<file path="src/rtl/id_token_stat.sv">
// Identifier token statistics: delimits letter+digit+ tokens using id_fsm's hit output,
// queues their lengths in a small FIFO and keeps a saturating token count.
module id_token_stat #(
    parameter int LW    = 6,
    parameter int CW    = 16,
    parameter int DEPTH = 4
) (
    input  logic          clk,
    input  logic          reset,
    input  logic [7:0]    char,
    input  logic          id_hit,
    input  logic          tok_ready,
    output logic          tok_valid,
    output logic [LW-1:0] tok_len,
    output logic [CW-1:0] tok_cnt,
    output logic          ovf
);

    localparam int          AW       = $clog2(DEPTH);
    localparam logic [AW:0] OCC_FULL = (AW + 1)'(DEPTH);
    localparam logic [LW-1:0] LEN_MAX = '1;
    localparam logic [CW-1:0] CNT_MAX = '1;

    // Run tracking state
    logic [7:0]    c_d;
    logic          prev_hit;
    logic          in_run;
    logic [LW-1:0] len;

    logic          is_letter;
    logic          is_digit;
    logic [LW-1:0] len_inc;
    logic [LW-1:0] len_nxt;
    logic          in_run_nxt;
    logic          tok_done;

    // FIFO state
    logic [LW-1:0] mem [DEPTH];
    logic [AW-1:0] wr_ptr;
    logic [AW-1:0] rd_ptr;
    logic [AW:0]   occ;

    logic full;
    logic push;
    logic pop;
    logic drop;

    // c_d and id_hit both describe the char sampled on the previous edge.
    always_comb begin
        is_letter = ((c_d >= 8'h41) && (c_d <= 8'h5a)) ||
                    ((c_d >= 8'h61) && (c_d <= 8'h7a));
        is_digit  = (c_d >= 8'h30) && (c_d <= 8'h39);
    end

    always_comb begin
        len_inc    = (len == LEN_MAX) ? len : len + 1'b1;
        len_nxt    = len;
        in_run_nxt = in_run;
        if (is_letter) begin
            // A letter right after a hit begins a fresh identifier.
            len_nxt    = (!in_run || prev_hit) ? LW'(1) : len_inc;
            in_run_nxt = 1'b1;
        end else if (is_digit) begin
            if (in_run) begin
                len_nxt = len_inc;
            end
        end else begin
            len_nxt    = '0;
            in_run_nxt = 1'b0;
        end
    end

    // Completion uses len before this pair's update.
    assign tok_done = prev_hit && !id_hit && in_run;

    always_ff @(posedge clk) begin
        if (reset) begin
            c_d      <= '0;
            prev_hit <= 1'b0;
            len      <= '0;
            in_run   <= 1'b0;
        end else begin
            c_d      <= char;
            prev_hit <= id_hit;
            len      <= len_nxt;
            in_run   <= in_run_nxt;
        end
    end

    // Output handshake: the head entry transfers on any edge where
    // tok_valid && tok_ready; tok_len is stable while tok_valid && !tok_ready.
    assign tok_valid = (occ != '0);
    assign full      = (occ == OCC_FULL);
    assign pop       = tok_valid && tok_ready;
    assign push      = tok_done && (!full || pop);
    assign drop      = tok_done && full && !pop;
    assign tok_len   = tok_valid ? mem[rd_ptr] : '0;

    always_ff @(posedge clk) begin
        if (reset) begin
            wr_ptr <= '0;
            rd_ptr <= '0;
            occ    <= '0;
        end else begin
            if (push) begin
                wr_ptr <= wr_ptr + 1'b1;
            end
            if (pop) begin
                rd_ptr <= rd_ptr + 1'b1;
            end
            case ({push, pop})
                2'b10:   occ <= occ + 1'b1;
                2'b01:   occ <= occ - 1'b1;
                default: occ <= occ;
            endcase
        end
    end

    always_ff @(posedge clk) begin
        if (push) begin
            mem[wr_ptr] <= len;
        end
    end

    // Dropped tokens still count.
    always_ff @(posedge clk) begin
        if (reset) begin
            tok_cnt <= '0;
            ovf     <= 1'b0;
        end else begin
            if (tok_done && (tok_cnt != CNT_MAX)) begin
                tok_cnt <= tok_cnt + 1'b1;
            end
            if (drop) begin
                ovf <= 1'b1;
            end
        end
    end

endmodule
</file>
<file path="config.mk">
export PLATFORM = sky130hd
export DESIGN_NAME = id_token_stat
export DESIGN_NICKNAME = d
export VERILOG_FILES = /design/src/rtl/id_token_stat.sv
export SDC_FILE = /design/constraint.sdc
export NUM_CORES = 1
export LEC_CHECK = 0
export CORE_MARGIN = 4
export CORE_UTILIZATION = 43
export DETAILED_ROUTE_END_ITERATION = 7
export PLACE_DENSITY = 0.66
export SLEW_MARGIN = 20
export SYNTH_ARGS = -nofsm -noshare
export SYNTH_HDL_FRONTEND = slang
export SYNTH_SLANG_ARGS = --single-unit
export TNS_END_PERCENT = 100
</file>
<file path="constraint.sdc">
create_clock -name clk -period 2.2 [get_ports clk]
set_input_delay 0.33 -clock clk [delete_from_list [all_inputs] [get_ports clk]]
set_output_delay 0.33 -clock clk [all_outputs]
set_load 0.05 [all_outputs]
</file>
==> flow_summary.yaml <==
outcome:
  status: "finished, final reports clean"
die:
  die_w_um: 93.8
  dieArea_um2: 8790
  core_um2: 6980
  num_rows: 30
  die_h_um: 93.8
  ios: 36
  start_util_pct: 45.3
placement:
  gp_congestion: 0.749
  io_buffers: 35
  dp_hpwl_um: 4300
  placed_cells: 417
timing:
  slew_headroom_pct: 66.4
  fin_skew_ps: 11.9
  finalSetupViolations: 0
  worstMarginPinSlew_ps: 503
  slew_viol_final: 0
  grt_setup_unrepaired: "no"
  hold_viol: 0
  period_needed_ps: 2050
  fin_crit_sh_pct: 93.2
  fmax_mhz: 488
logic_synthesis:
  ys.flop_type: "dfxtp_1"
  synth_area_um2: 3160
  syn-instance-count: 284
  synthesis.nets: 303
  ys_warn_count: 0
  avgSynthCellArea_um2: 11.1
  synth-edff-count: 24
  yosysSeqAreaShare_pct: 49.4
  ys_types: 60
  synth_seq_cells: 66
  ys_async_sr_fraction_pct: 0
run:
  maxCapViolCount: 0
cells_and_area:
  final_cells: 433
  nNetsFinal: 351
  antenna_cells: 0
  n_fill_cell: 622
  multi_input_area_um2: 1490
  area_growth_pct: 23.4
  register_area_um2: 1560
  drive_gt1_share_pct: 20.8
grt:
  overflow: 0
  grt_pass1_vias: 2249
  grt_pass1_wl_um: 10600
  antenna_found_initial: 0
  grt_max_degree: 34
  grt_use_total_pct: 15.2
worst_setup_path:
  endpoint_kind: "output pin"
  critPathMaxStageDelay_ps: 880
  start_kind: "flip-flop"
  critPathBufInv: 1
  worstPathCellList: "clkdlybuf4s50_1"
  r2r_start: "occ[0]$_SDFFE_PP0P_"
  critPathKind: "flip-flop to output pin"
  reg2reg_to: "occ[2]$_SDFFE_PP0P_"
  reg2reg_slack_ps: 280
  crit_path_max_fanout: 7
  cp.required_ps: 1870
  cpLargestDelayFamily: "buffers and inverters"
  crit_path_end: "tok_cnt[0]"
  cp-startpoint: "tok_cnt[0]$_SDFFE_PP0P_"
  critPathSlowestCell: "clkdlybuf4s50_1"
  r2r_cells: 6
  cp.depth: 1
  cp_data_arrival_time_ps: 1720
clock_network:
  postCtsSetupBuffers: 0
  clk_latency_ps: 340
  htreeDepth: 3
  cts_buffer_depth: 2
  postCtsHoldBufs: 0
  cts-root-buf: "clkbuf_8"
  cts_buffers: 9
  cts_tree: "done"
  clock_sinks: 66
  clk_pin_slew_worst_paths_ps: 70
  cts-resized-gates: 1
pwr:
  p_int_uw: 1960
  powerDensity_nw_per_um2: 640
  comb_power_share_pct: 3.4
  switching_power_uw: 542
  p_clk_share_pct: 45.5
  p_leak_uw: 0.00137
  swShare_pct: 21.7
  pwr-share-seq_pct: 51.1
  p_total_uw: 2500
  ir_drop_mv: 0.345
routing:
  ant_nets: 0
  vias: 2296
  drtPass1Iterations: 5
  wl_um: 5880
  wl_per_cell_um: 13.6
  drc: 0
  drt_iter0_drc: 87
  vias_per_cell: 5.30
hold_path:
  hold_class: "flip-flop to flip-flop"
[power by group through the flow]
stage                     Sequential, µW  Combinational (µW)  Clock (µW)
final                               1280                84.3        1140
after global routing                1280                93.9        1220
after CTS                           1280                85.5        1160
after detailed placement            1310                85.4           0
after global placement              1310                84.2           0
after floorplan                     1300                48.7           0
[logic make-up (layout without fill, tap and decap cells)]
logic type / count (synthesis) / after routing / synth area share, %
compound gates: 54 / 54 / 12.7
xor+xnor: 5 / 5 / 1.39
fa+ha+maj: 7 / 7 / 3.01
buf+inv: 25 / 78 / 3.60
flops: 66 / 66 / 49.4
mux: 16 / 16 / 8.47
simple gates: 111 / 111 / 21.5
[cell usage after synthesis, drive strengths merged (2+ instances only)]
cell,number,share of area (%)
dfxtp,42,27
edfxtp,24,23
nor2,21,2.5
a21oi,18,3.3
nor2b,16,3.2
nand2,13,1.5
nand3,13,2.5
and2,12,2.4
inv,11,1.3
o31ai,9,2.1
buf,8,1.6
mux2,8,3.6
nand4,7,2.1
o21ai,7,1.1
or4,7,1.7
clkbuf,6,0.71
ha,6,2.4
mux4,6,4.3
or3,5,0.99
and4,3,0.91
nand2b,3,0.59
o2111ai,3,0.83
xnor2,3,0.83
a211oi,2,0.79
and3b,2,0.55
mux2i,2,0.63
nor4,2,0.87
o311ai,2,0.79
o41ai,2,0.55
or2,2,0.40
xor2,2,0.55
[metal layers]
metal / routed length (µm) / part of all wire, % / GRT usage [%]
met4: 106 / 1.8 / 6.86
met1: 2900 / 49 / 20.9
met3: 214 / 3.6 / 3.37
met2: 2670 / 45 / 22.6
met5: 0 / 0 / 0
[cell type report]
class / instances / area share (%)
clock buffers: 9 / 3.17
clock inverters: 7 / 2.60
inverters: 11 / 1.06
multi-input cells: 193 / 38.1
flip-flops and latches: 66 / 40.0
well taps: 96 / 3.08
repair buffers: 51 / 12.0
[tightest hold or removal path, cell delays in order (launching register included)]
cell,delay (ps)
dfxtp_1,350
a21oi_1,50
nor2_1,70
[stage by stage]
step	setup WS (ps)	hold slack (ps)	util (%)	TNS [ps]	instance area, µm²
CTS	39.5	503	55.9	0	3900
floorplan	50.5	458	-	0	3170
global placement	32.5	476	52.7	0	3680
detailed placement	-7.89	483	52.7	-7.89	3680
global route	42.2	528	55.9	0	3900
finish	150	499	55.9	0	3900
[registers in the layout, summed over array words and instances, names as in the netlist, named ones only]
| name | flops |
|---|---|
| wr_ptr | 2 |
| c_d | 8 |
| tok_cnt | 16 |
| prev_hit | 1 |
| in_run | 1 |
| occ | 3 |
| rd_ptr | 2 |
| ovf | 1 |
| mem | 24 |
| len | 6 |
[worst min-delay path by stage]
stage,slack (ps),start,to,cells after the start
2_1_floorplan,460,char[0],c_d[0]$_SDFF_PP0_,1
3_5_place_dp,480,ovf$_SDFFE_PP0P_,ovf$_SDFFE_PP0P_,2
6_report,500,ovf$_SDFFE_PP0P_,ovf$_SDFFE_PP0P_,2
4_1_cts,500,ovf$_SDFFE_PP0P_,ovf$_SDFFE_PP0P_,2
5_1_grt,530,char[2],c_d[2]$_SDFF_PP0_,2
3_3_place_gp,480,ovf$_SDFFE_PP0P_,ovf$_SDFFE_PP0P_,2
[cells in the final DEF (no fill, tap or decap), drive strengths merged, types with 12 or more instances in the layout]
master	n
inv	12
nand2	13
a21oi	18
nand3	13
buf	22
nor2b	16
edfxtp	24
dfxtp	42
nor2	21
clkdlybuf4s50	28
and2	12
Note: power is estimated with default switching activity, not from simulation.
